$ cat src/rtl/calc_port_responder_pkg.sv
// Shared types and widths for the calc request/response port.
// Latency: n/a (types and helpers only).
// Backpressure: n/a.
package calc_port_responder_pkg;

    localparam int CALC_CMD_WIDTH  = 4;
    localparam int CALC_DATA_WIDTH = 32;

    typedef enum logic [CALC_CMD_WIDTH-1:0] {
        NOP = 4'd0,
        ADD = 4'd1,
        SUB = 4'd2,
        SHL = 4'd5,
        SHR = 4'd6
    } calc_cmd_e;

    typedef enum logic [1:0] {
        NONE = 2'b00,
        OK   = 2'b01,
        ERR  = 2'b10,
        RSVD = 2'b11
    } calc_resp_e;

    typedef struct packed {
        logic [CALC_CMD_WIDTH-1:0]  cmd;
        logic [CALC_DATA_WIDTH-1:0] op1;
        logic [CALC_DATA_WIDTH-1:0] op2;
        logic [1:0]                 tag;
    } calc_req_t;

    function automatic logic is_shift_cmd(input logic [CALC_CMD_WIDTH-1:0] cmd);
        return (cmd == SHL) || (cmd == SHR);
    endfunction

endpackage

$ cat src/rtl/calc_port_responder_if.sv
// Request/response bundle between a calc master and one responder port.
// Latency: wires only.
// Backpressure: none on the wire; the responder reports drops on 'drop'.
interface calc_port_responder_if
    import calc_port_responder_pkg::*;
#(
    parameter int DATA_W = CALC_DATA_WIDTH,
    parameter int CMD_W  = CALC_CMD_WIDTH
);
    logic [CMD_W-1:0]  req_cmd_in;
    logic [DATA_W-1:0] req_data_in;
    logic [1:0]        req_tag_in;
    logic [1:0]        out_resp;
    logic [DATA_W-1:0] out_data;
    logic [1:0]        out_tag;
    logic              busy;
    logic              drop;

    modport master (
        output req_cmd_in, req_data_in, req_tag_in,
        input  out_resp, out_data, out_tag, busy, drop
    );

    modport slave (
        input  req_cmd_in, req_data_in, req_tag_in,
        output out_resp, out_data, out_tag, busy, drop
    );
endinterface

$ cat src/rtl/calc_port_responder_req_fifo.sv
// Synchronous request FIFO; storage is DEPTH entries of WIDTH bits.
// Latency: a pushed entry is visible at rd_dat on the cycle after the push edge.
// Backpressure: push ignored when full unless a pop happens on the same edge.
module calc_port_responder_req_fifo #(
    parameter int DEPTH = 4,
    parameter int WIDTH = 8
) (
    input  logic             PClk,
    input  logic             Rst,
    input  logic             push,
    input  logic             pop,
    input  logic [WIDTH-1:0] wr_dat,
    output logic [WIDTH-1:0] rd_dat,
    output logic             full,
    output logic             empty
);
    localparam int AW = $clog2(DEPTH);

    logic [WIDTH-1:0] mem [DEPTH];
    logic [AW-1:0]    wr_ptr;
    logic [AW-1:0]    rd_ptr;
    logic [AW:0]      count;
    logic             do_push;
    logic             do_pop;

    assign empty   = (count == '0);
    assign full    = (count == (AW+1)'(DEPTH));
    assign do_pop  = pop && !empty;
    // A pop on the same edge frees the slot the push needs.
    assign do_push = push && (!full || do_pop);
    assign rd_dat  = mem[rd_ptr];

    // Storage write; contents are don't-care until pushed, so no reset.
    always_ff @(posedge PClk) begin
        if (do_push) begin
            mem[wr_ptr] <= wr_dat;
        end
    end

    // Pointer and occupancy bookkeeping; pointers wrap naturally at DEPTH.
    always_ff @(posedge PClk) begin
        if (Rst) begin
            wr_ptr <= '0;
            rd_ptr <= '0;
            count  <= '0;
        end else begin
            if (do_push) begin
                wr_ptr <= wr_ptr + 1'b1;
            end
            if (do_pop) begin
                rd_ptr <= rd_ptr + 1'b1;
            end
            case ({do_push, do_pop})
                2'b10:   count <= count + 1'b1;
                2'b01:   count <= count - 1'b1;
                default: count <= count;
            endcase
        end
    end
endmodule

$ cat src/rtl/calc_port_responder.sv
// One calculator responder port: two-beat request ingress, in-order execute, pulsed response.
// Latency: response visible 3 edges after the cmd edge (+n edges for a shift by n).
// Backpressure: requests arriving at a full queue are discarded and flagged on drop.
module calc_port_responder
    import calc_port_responder_pkg::*;
#(
    parameter int FIFO_DEPTH = 4,
    parameter int DATA_W     = CALC_DATA_WIDTH,
    parameter int CMD_W      = CALC_CMD_WIDTH
) (
    input  logic                  PClk,
    input  logic                  Rst,
    calc_port_responder_if.slave  port
);
    typedef enum logic {I_IDLE, I_OP2} in_state_e;
    typedef enum logic [1:0] {E_IDLE, E_SHIFT, E_RES} ex_state_e;

    // ---------------- ingress ----------------
    in_state_e         in_q, in_d;
    logic [CMD_W-1:0]  hold_cmd;
    logic [DATA_W-1:0] hold_op1;
    logic [1:0]        hold_tag;
    logic              push;
    calc_req_t         push_dat;

    // Ingress state register plus first-beat capture of cmd/op1/tag.
    always_ff @(posedge PClk) begin
        if (Rst) begin
            in_q     <= I_IDLE;
            hold_cmd <= '0;
            hold_op1 <= '0;
            hold_tag <= '0;
        end else begin
            in_q <= in_d;
            if (in_q == I_IDLE && port.req_cmd_in != '0) begin
                hold_cmd <= port.req_cmd_in;
                hold_op1 <= port.req_data_in;
                hold_tag <= port.req_tag_in;
            end
        end
    end

    // Ingress next state: second beat carries op2 and pushes the whole request.
    always_comb begin
        in_d = in_q;
        push = 1'b0;
        case (in_q)
            I_IDLE:  if (port.req_cmd_in != '0) in_d = I_OP2;
            I_OP2: begin
                push = 1'b1;
                in_d = I_IDLE;
            end
            default: in_d = I_IDLE;
        endcase
    end

    assign push_dat = '{cmd: hold_cmd, op1: hold_op1, op2: port.req_data_in, tag: hold_tag};

    // ---------------- queue ----------------
    calc_req_t head;
    logic      pop;
    logic      q_full;
    logic      q_empty;

    calc_port_responder_req_fifo #(
        .DEPTH (FIFO_DEPTH),
        .WIDTH ($bits(calc_req_t))
    ) u_fifo (
        .PClk   (PClk),
        .Rst    (Rst),
        .push   (push),
        .pop    (pop),
        .wr_dat (push_dat),
        .rd_dat (head),
        .full   (q_full),
        .empty  (q_empty)
    );

    // ---------------- execute ----------------
    ex_state_e         ex_q, ex_d;
    logic [CMD_W-1:0]  cur_cmd;
    logic [DATA_W-1:0] cur_op2;
    logic [1:0]        cur_tag;
    logic [DATA_W-1:0] acc;
    logic [4:0]        cnt;
    logic [4:0]        head_amt;

    assign head_amt = head.op2[4:0];

    // Exec next state: pop whenever idle or emitting, so queued work issues back to back.
    always_comb begin
        ex_d = ex_q;
        pop  = 1'b0;
        case (ex_q)
            E_IDLE, E_RES: begin
                if (!q_empty) begin
                    pop  = 1'b1;
                    ex_d = (is_shift_cmd(head.cmd) && head_amt != '0) ? E_SHIFT : E_RES;
                end else begin
                    ex_d = E_IDLE;
                end
            end
            E_SHIFT: if (cnt == 5'd1) ex_d = E_RES;
            default: ex_d = E_IDLE;
        endcase
    end

    // Exec state, working operands and the bit-serial shifter.
    always_ff @(posedge PClk) begin
        if (Rst) begin
            ex_q    <= E_IDLE;
            cur_cmd <= '0;
            cur_op2 <= '0;
            cur_tag <= '0;
            acc     <= '0;
            cnt     <= '0;
        end else begin
            ex_q <= ex_d;
            if (pop) begin
                cur_cmd <= head.cmd;
                cur_op2 <= head.op2;
                cur_tag <= head.tag;
                acc     <= head.op1;
                cnt     <= head_amt;
            end else if (ex_q == E_SHIFT) begin
                acc <= (cur_cmd == SHL) ? {acc[DATA_W-2:0], 1'b0} : {1'b0, acc[DATA_W-1:1]};
                cnt <= cnt - 5'd1;
            end
        end
    end

    calc_resp_e        res_resp;
    logic [DATA_W-1:0] res_data;
    logic [DATA_W:0]   sum;

    // Result of the current request; errors always carry zero data.
    always_comb begin
        res_resp = ERR;
        res_data = '0;
        sum      = {1'b0, acc} + {1'b0, cur_op2};
        case (cur_cmd)
            ADD: if (!sum[DATA_W]) begin
                res_resp = OK;
                res_data = sum[DATA_W-1:0];
            end
            SUB: if (cur_op2 <= acc) begin
                res_resp = OK;
                res_data = acc - cur_op2;
            end
            SHL, SHR: begin
                res_resp = OK;
                res_data = acc;
            end
            default: ;
        endcase
    end

    // ---------------- output ----------------
    logic [1:0]        out_resp_q;
    logic [DATA_W-1:0] out_data_q;
    logic [1:0]        out_tag_q;
    logic              drop_q;

    // Response register holds a result for exactly one cycle; drop pulses on a lost push.
    always_ff @(posedge PClk) begin
        if (Rst || ex_q != E_RES) begin
            out_resp_q <= NONE;
            out_data_q <= '0;
            out_tag_q  <= '0;
        end else begin
            out_resp_q <= res_resp;
            out_data_q <= res_data;
            out_tag_q  <= cur_tag;
        end
        drop_q <= !Rst && push && q_full && !pop;
    end

    assign port.out_resp = out_resp_q;
    assign port.out_data = out_data_q;
    assign port.out_tag  = out_tag_q;
    assign port.drop     = drop_q;
    assign port.busy     = !q_empty || (ex_q != E_IDLE);

endmodule

$ cat src/flat_wrapper.sv
// flat-port wrapper written by rule: the top's interface ports become plain ports
module calc_port_responder_flat import calc_port_responder_pkg::*;
#(
    parameter int FIFO_DEPTH = 4,
    parameter int DATA_W     = CALC_DATA_WIDTH,
    parameter int CMD_W      = CALC_CMD_WIDTH
)
  (PClk, Rst, port_req_cmd_in, port_req_data_in, port_req_tag_in, port_out_resp, port_out_data, port_out_tag, port_busy, port_drop);
  calc_port_responder_if #(.DATA_W(DATA_W), .CMD_W(CMD_W)) port_i ();
  input  logic PClk;
  input  logic Rst;
  input wire logic [$bits(port_i.req_cmd_in)-1:0] port_req_cmd_in;
  input wire logic [$bits(port_i.req_data_in)-1:0] port_req_data_in;
  input wire logic [$bits(port_i.req_tag_in)-1:0] port_req_tag_in;
  output wire logic [$bits(port_i.out_resp)-1:0] port_out_resp;
  output wire logic [$bits(port_i.out_data)-1:0] port_out_data;
  output wire logic [$bits(port_i.out_tag)-1:0] port_out_tag;
  output wire logic [$bits(port_i.busy)-1:0] port_busy;
  output wire logic [$bits(port_i.drop)-1:0] port_drop;
  assign port_i.req_cmd_in = port_req_cmd_in;
  assign port_i.req_data_in = port_req_data_in;
  assign port_i.req_tag_in = port_req_tag_in;
  assign port_out_resp = port_i.out_resp;
  assign port_out_data = port_i.out_data;
  assign port_out_tag = port_i.out_tag;
  assign port_busy = port_i.busy;
  assign port_drop = port_i.drop;
  calc_port_responder #(.FIFO_DEPTH(FIFO_DEPTH), .DATA_W(DATA_W), .CMD_W(CMD_W)) u_core (.PClk(PClk), .Rst(Rst), .port(port_i));
endmodule
$ cat config.mk
export PLATFORM = sky130hd
export DESIGN_NAME = calc_port_responder_flat
export DESIGN_NICKNAME = d
export VERILOG_FILES = /design/src/rtl/calc_port_responder_pkg.sv /design/src/rtl/calc_port_responder_if.sv /design/src/rtl/calc_port_responder_req_fifo.sv /design/src/rtl/calc_port_responder.sv /design/src/flat_wrapper.sv
export SDC_FILE = /design/constraint.sdc
export NUM_CORES = 1
export LEC_CHECK = 0
export BUFFER_PORTS_ARGS = -buffer_cell sky130_fd_sc_hd__buf_2
export CORE_UTILIZATION = 40
export DETAILED_ROUTE_END_ITERATION = 6
export PLACE_DENSITY_LB_ADDON = 0.3
export SKIP_CTS_REPAIR_TIMING = 1
export SLEW_MARGIN = 20
export SYNTH_ARGS = -nofsm -noshare
export SYNTH_HDL_FRONTEND = slang
export SYNTH_SLANG_ARGS = --single-unit
export TNS_END_PERCENT = 1
$ cat constraint.sdc
create_clock -name PClk -period 3.8 [get_ports PClk]
set_input_delay 0.19 -clock PClk [delete_from_list [all_inputs] [get_ports PClk]]
set_output_delay 0.19 -clock PClk [all_outputs]
set_load 0.05 [all_outputs]
==> results.cfg, run 1 <==
[sta]
setup_viol = 0
hold_viol = 0
worst_pin_slew_ns = 1.09
slew_headroom_pct = 27.2
min_period_over_period_pct = 94.9
grt_setup_unrepaired = false
setup_tns_ns = 0
timing.fmax_ghz = 0.277
slew_viol_final = 0
fin_skew_ns = 0.0217
post-route-min-period_ns = 3.61

[clocking]
clock-sinks = 442
clockBufferDepth = 3
cts-buffers-inserted = 46
path_clk_slew_ns = 0.06
clk_latency_ns = 0.58
cts-htree-levels = 2
cts_tree = yes
clockRootBuffer = clkbuf_16

[job]
maxCapViolations = 0

[worst_hold_path]
hold_path_end = u_core.port.out_tag[1]
worstHoldStart = Rst
hold_path_depth = 3
hold_path_class = in -> reg

[global_route]
antenna_found_initial = 1
grt_max_degree = 78
use_met1_pct = 30.7
grt_usage_pct = 20.4
grtUsageMet2_pct = 30.7
grt_pass1_vias = 13600
grtUsageMet3_pct = 3.75
grt_pass1_wl_mm = 82.0
top_usage_layer = met2
grt_overflow = 0

[pwr]
seqPwrFrac_pct = 31.6
power.total_mw = 20.0
p_sw_mw = 8.14
comb_power_share_pct = 45.9
leakage_nw = 8.40
peakVddDrop_mv = 0.404
cellPowerDensity_nw_per_um2 = 852
p_int_mw = 11.8
switching_share_pct = 40.7
clkPwrFrac_pct = 22.5

[setup_path]
r2r-start = u_core.acc[1]
cp.arrival_ns = 4.02
cp_slowest_cell = fa_1
critPathCaptureType = flip-flop
crit_required_ns = 4.21
max_stage_delay_ns = 0.49
rr_endpoint = u_core.port.out_data[17]
worstPathMaxFanout = 30
r2r_slack_ns = 0.19
start_kind = flip-flop
path_cells = inv_1 > fa_1 > o21bai_2 > a211oi_2 > o21bai_1 > a31o_4 > a31oi_1 > o211ai_2 > nand2_4 > a222oi_1 > nor2_1
path_class = reg -> reg
r2r_cells = 11

[place]
placed_area_um2 = 21500
hpwl_mm = 35.7
io_buffers = 77
gp_congestion = 0.932

[floorplan]
core_um2 = 50300
die_h_um = 228
io_pins = 78
initial_core_util_pct = 40.6
die_area_um2 = 51900
fp-row-count = 82
die_w_um = 228

[drt]
vias = 13800
vias_per_cell = 5.48
routedWlPerCell_um = 21.0
drc_errors = 0
routed_wl_mm = 53.1
drt_iter0_drc = 1274
firstDrtPassIters = 5
final_antenna_net_count = 0

[synthesis]
synth_ff_type = edfxtp_1
async_flop_share_pct = 0
synth_edf_count = 280
syn_area_um2 = 20400
yosysWarnings = 0
synth_cell_types = 95
syn_avg_cell_area_um2 = 11.9
synth-seq-cells = 442
synth_cells = 1709
synthesis.nets = 1823
seq_area_frac_synth_pct = 57.1

[status]
run_status = completed

[layout]
fin_area_um2 = 23400
nNetsFinal = 1926
areaGrowthSynthToFinish_pct = 14.9
drive_gt1_share_pct = 17.4
[cell usage after synthesis, types with 15 or more instances]
library cell	n	share of area, %
nor2_1	113	2.1
nand3_1	21	0.51
buf_2	18	0.44
xnor2_1	48	2.1
dfxtp_1	162	16
inv_1	73	1.3
ha_1	71	4.4
clkbuf_1	60	1.1
a221oi_1	30	1.3
a22oi_1	23	0.85
nand2b_1	15	0.46
edfxtp_1	280	41
nand2_1	267	4.9
mux4_2	70	7.7
a21oi_1	191	4.7
o21ai_0	27	0.66
[cell usage in the layout, fill, tap and decap left out, drive strengths merged, types with 10 or more instances in the layout]
| cell | synthesis | routed |
|---|---|---|
| a21oi | 196 | 196 |
| a221oi | 32 | 32 |
| a22oi | 24 | 24 |
| a31oi | 12 | 12 |
| buf | 41 | 118 |
| clkbuf | 60 | 64 |
| clkinv | 1 | 13 |
| dfxtp | 162 | 162 |
| dlygate4sd3 | 0 | 38 |
| edfxtp | 280 | 280 |
| ha | 71 | 71 |
| inv | 75 | 77 |
| mux4 | 70 | 70 |
| nand2 | 269 | 269 |
| nand2b | 17 | 17 |
| nand3 | 22 | 22 |
| nor2 | 115 | 115 |
| nor3 | 13 | 13 |
| nor4 | 10 | 10 |
| o21ai | 35 | 35 |
| o21bai | 12 | 12 |
| o31ai | 11 | 11 |
| xnor2 | 48 | 48 |
| xor2 | 11 | 11 |
[area by class of cell]
class	count	area, µm²
fillers	4566	26800
flip-flops and latches	442	11700
multi-input cells	1090	8010
clock buffers	64	1300
repair buffers	156	1140
well taps	672	841
inverters	76	285
clock inverters	21	214
diodes	2	5.00
[through the flow]
stage	util (%)	std cells	setup WS, ns	hold slack, ns
floorplan	-	1709	0.826	0.289
global placement	42.9	2398	0.445	0.421
detailed placement	42.9	2398	0.321	0.425
CTS	45.9	2483	0.266	-0.176
global route	46.6	2522	0.0272	0.101
finish	46.6	2523	0.194	0.108
[worst max-delay path, delay by kind of cell (launching register included)]
| kind | cells | cell delay, ns |
|---|---|---|
| compound gates | 7 | 1.89 |
| fa+ha+maj | 1 | 0.49 |
| buf+inv | 1 | 0.15 |
| flops | 1 | 0.47 |
| simple gates | 2 | 0.42 |
[logic make-up (layout without fill, tap and decap cells)]
logic type / count (synthesis) / count (layout) / share of synthesized area (%)
and+or+nand+nor: 490 / 490 / 10.7
DFF: 442 / 442 / 57.1
AOI/OAI and AO/OA: 395 / 395 / 13.4
buffers and inverters: 177 / 317 / 3.82
adders and majority gates: 74 / 74 / 4.65
muxes: 72 / 72 / 7.82
xor gates and xnor gates: 59 / 59 / 2.53
other: 0 / 2 / 0
[power by group through the flow]
stage	Combinational, mW	Sequential [mW]	Clock [mW]
5_1_grt	9.98	6.40	4.76
2_1_floorplan	6.92	6.18	0
4_1_cts	9.09	6.31	4.59
6_report	9.16	6.32	4.49
3_5_place_dp	9.06	6.41	0
3_3_place_gp	9.11	6.38	0
[sequential cells by signal, summed over array words and instances, names as in the netlist, 3 cells and up, named ones only]
name / cells
u_core.u_fifo.count: 3
u_core.acc: 32
u_core.cur_op2: 32
u_core.port.out_data: 32
u_core.hold_cmd: 4
u_core.cur_cmd: 4
u_core.hold_op1: 32
u_core.cnt: 5
u_core.u_fifo.mem: 280
[routing by layer]
layer / up-vias / share of wire (%)
met5: - / 0
met2: 414 / 44
met4: 0 / 1.7
met1: 6893 / 49
met3: 66 / 5.8
li1: 6461 / -
[how the worst max path moves through the flow]
stage	startpoint	endpoint	slack, ns	cells after the start
6_report	u_core.acc[1]	u_core.port.out_data[17]	0.19	11
5_1_grt	u_core.acc[1]	u_core.port.out_data[17]	0.03	11
4_1_cts	u_core.acc[1]	u_core.port.out_data[17]	0.27	11
3_5_place_dp	u_core.acc[1]	u_core.port.out_data[17]	0.32	11
3_3_place_gp	u_core.acc[1]	u_core.port.out_data[24]	0.45	11
2_1_floorplan	u_core.u_fifo.count[0]	u_core.u_fifo.mem[0][0]	0.83	3
Power figures use the tool's default switching activity.
==> run 2, diff against run 1 <==
CORE_MARGIN = 2   (was not set)
==> run 2 against run 1 <==
Compared with the run above: sequential share of layout area increased by 0.11 points; final cell count down 0.24%; die area rose by 1.8%; highest routed layer unchanged; critical endpoint is now u_core.port.out_data[22]; first-iteration DRC count down 2.4%; non-clock buffer count is 9 lower; critical path depth unchanged; sequential cell count is the same.
==> results.cfg, run 2 (synthesized netlist as in run 1, its figures left out) <==
[layout]
top_register = u_core.u_fifo.mem
final_cell_mix = edfxtp_1, nand2_1, a21oi_1
final_common_cell = edfxtp_1
multi_input_area_um2 = 8010
nNetsFinal = 1919
drive_gt1_share_pct = 16.7
fin_area_um2 = 23400
areaGrowthSynthToFinish_pct = 14.6
nFillCells = 4630
seqCellArea_um2 = 11700
final_util_pct = 46.5
fin_cells = 2517
largest_register_ffs = 280
diodes = 0

[clocking]
clockBufferDepth = 3
path_clk_slew_ns = 0.06
cts-htree-levels = 2
clockRootBuffer = clkbuf_16
cts_tree = yes
cts-buffers-inserted = 48
clk_latency_ns = 0.59
clock-sinks = 442

[place]
dp_cells = 2387
gp_congestion = 0.920
io_buffers = 77
hpwl_mm = 35.4
placed_area_um2 = 21500

[drt]
met3_length_mm = 2.57
firstDrtPassIters = 7
routedWlPerCell_um = 20.8
top_layer = met4
routed_wl_mm = 52.4
wl_met2_mm = 23.3
vias = 13800
vias_per_cell = 5.47
drc_errors = 0
drt_iter0_drc = 1243
met1_length_mm = 25.4
final_antenna_net_count = 0

[global_route]
grt_pass1_wl_mm = 81.8
antenna_found_initial = 0
grt_overflow = 0
grt_pass1_vias = 13800
grt_usage_pct = 19.9
grt_max_degree = 69

[floorplan]
initial_core_util_pct = 40.6
die_w_um = 230
fp-row-count = 82
io_pins = 78
core_um2 = 50300
die_area_um2 = 52900
die_h_um = 230

[setup_path]
critPathCaptureType = flip-flop
r2r_cells = 11
start_kind = flip-flop
path_class = reg -> reg
path_buf_inv = 1
endpoint = u_core.port.out_data[22]
cp_slowest_cell = dfxtp_1
path_cells = inv_1 > fa_1 > o21bai_2 > a211oi_2 > o21bai_1 > a31o_4 > a31oi_1 > o211ai_2 > nand2_4 > a222oi_1 > nor2_1
cp_num_cells = 11
crit_required_ns = 4.25
worstPathMaxFanout = 30
r2r_slack_ns = 0.27
crit_path_start = u_core.acc[1]
r2r-start = u_core.acc[1]
rr_endpoint = u_core.port.out_data[22]
cp_top_family = compound AO/OA/AOI/OAI gates
max_stage_delay_ns = 0.48
cp.arrival_ns = 3.98

[sta]
slew_viol_final = 0
setup_tns_ns = 0
worst_pin_slew_ns = 0.998
post-route-min-period_ns = 3.53
setup_viol = 0
grt_setup_unrepaired = false
min_period_over_period_pct = 92.9
fin_skew_ns = 0.0211
slew_headroom_pct = 33.5
hold_viol = 0
timing.fmax_ghz = 0.283

[pwr]
cellPowerDensity_nw_per_um2 = 850
peakVddDrop_mv = 0.339
leakage_nw = 8.35
power.total_mw = 19.9

[job]
maxCapViolations = 0

[status]
run_status = completed

[worst_hold_path]
hold_path_class = in -> reg
run 2: changes by cell type in the layout (fill, tap and decap cells not counted), sizes merged:
cell / before / now
buf: 118 / 107
clkbuf: 64 / 69
bufinv: 4 / 2
dlygate4sd3: 38 / 40
diode: 2 / 0
clkinv: 13 / 15
run 2: stage by stage:
stage | setup slack, ns | hold slack (ns)
after floorplan | 0.826 | 0.289
after global placement | 0.464 | 0.422
after detailed placement | 0.303 | 0.429
after CTS | 0.260 | -0.196
after global routing | 0.0275 | 0.363
final | 0.268 | 0.376
run 2: routing by layer:
layer	GRT usage [%]	vias to the layer above
met5	0	-
met2	30.4	378
li1	-	6465
met3	3.14	69
met4	5.58	0
met1	29.5	6850
run 2: how the worst min path moves through the flow:
stage,start,end,cells past startpoint
finish,port_req_data_in[11],u_core.u_fifo.mem[1][13],2
global route,port_req_data_in[11],u_core.u_fifo.mem[2][13],2
CTS,port_req_data_in[3],u_core.u_fifo.mem[0][5],1
detailed placement,port_req_data_in[9],u_core.u_fifo.mem[3][11],1
global placement,port_req_data_in[17],u_core.u_fifo.mem[3][19],1
floorplan,port_req_data_in[8],u_core.u_fifo.mem[0][10],0
run 2: area by class of cell:
type | instances | area share, %
Sequential cell | 442 | 49.8
Multi-Input combinational cell | 1090 | 34.2
Clock buffer | 69 | 5.83
Timing Repair Buffer | 147 | 4.55
Tap cell | 672 | 3.59
Inverter | 76 | 1.22
Clock inverter | 21 | 0.754
run 2: power breakdown:
part,leakage (nW),internal (mW),switching (mW)
registers,3.91,5.67,0.663
clock network,0.741,2.64,1.88
logic,3.70,3.43,5.60
total,8.35,11.7,8.14
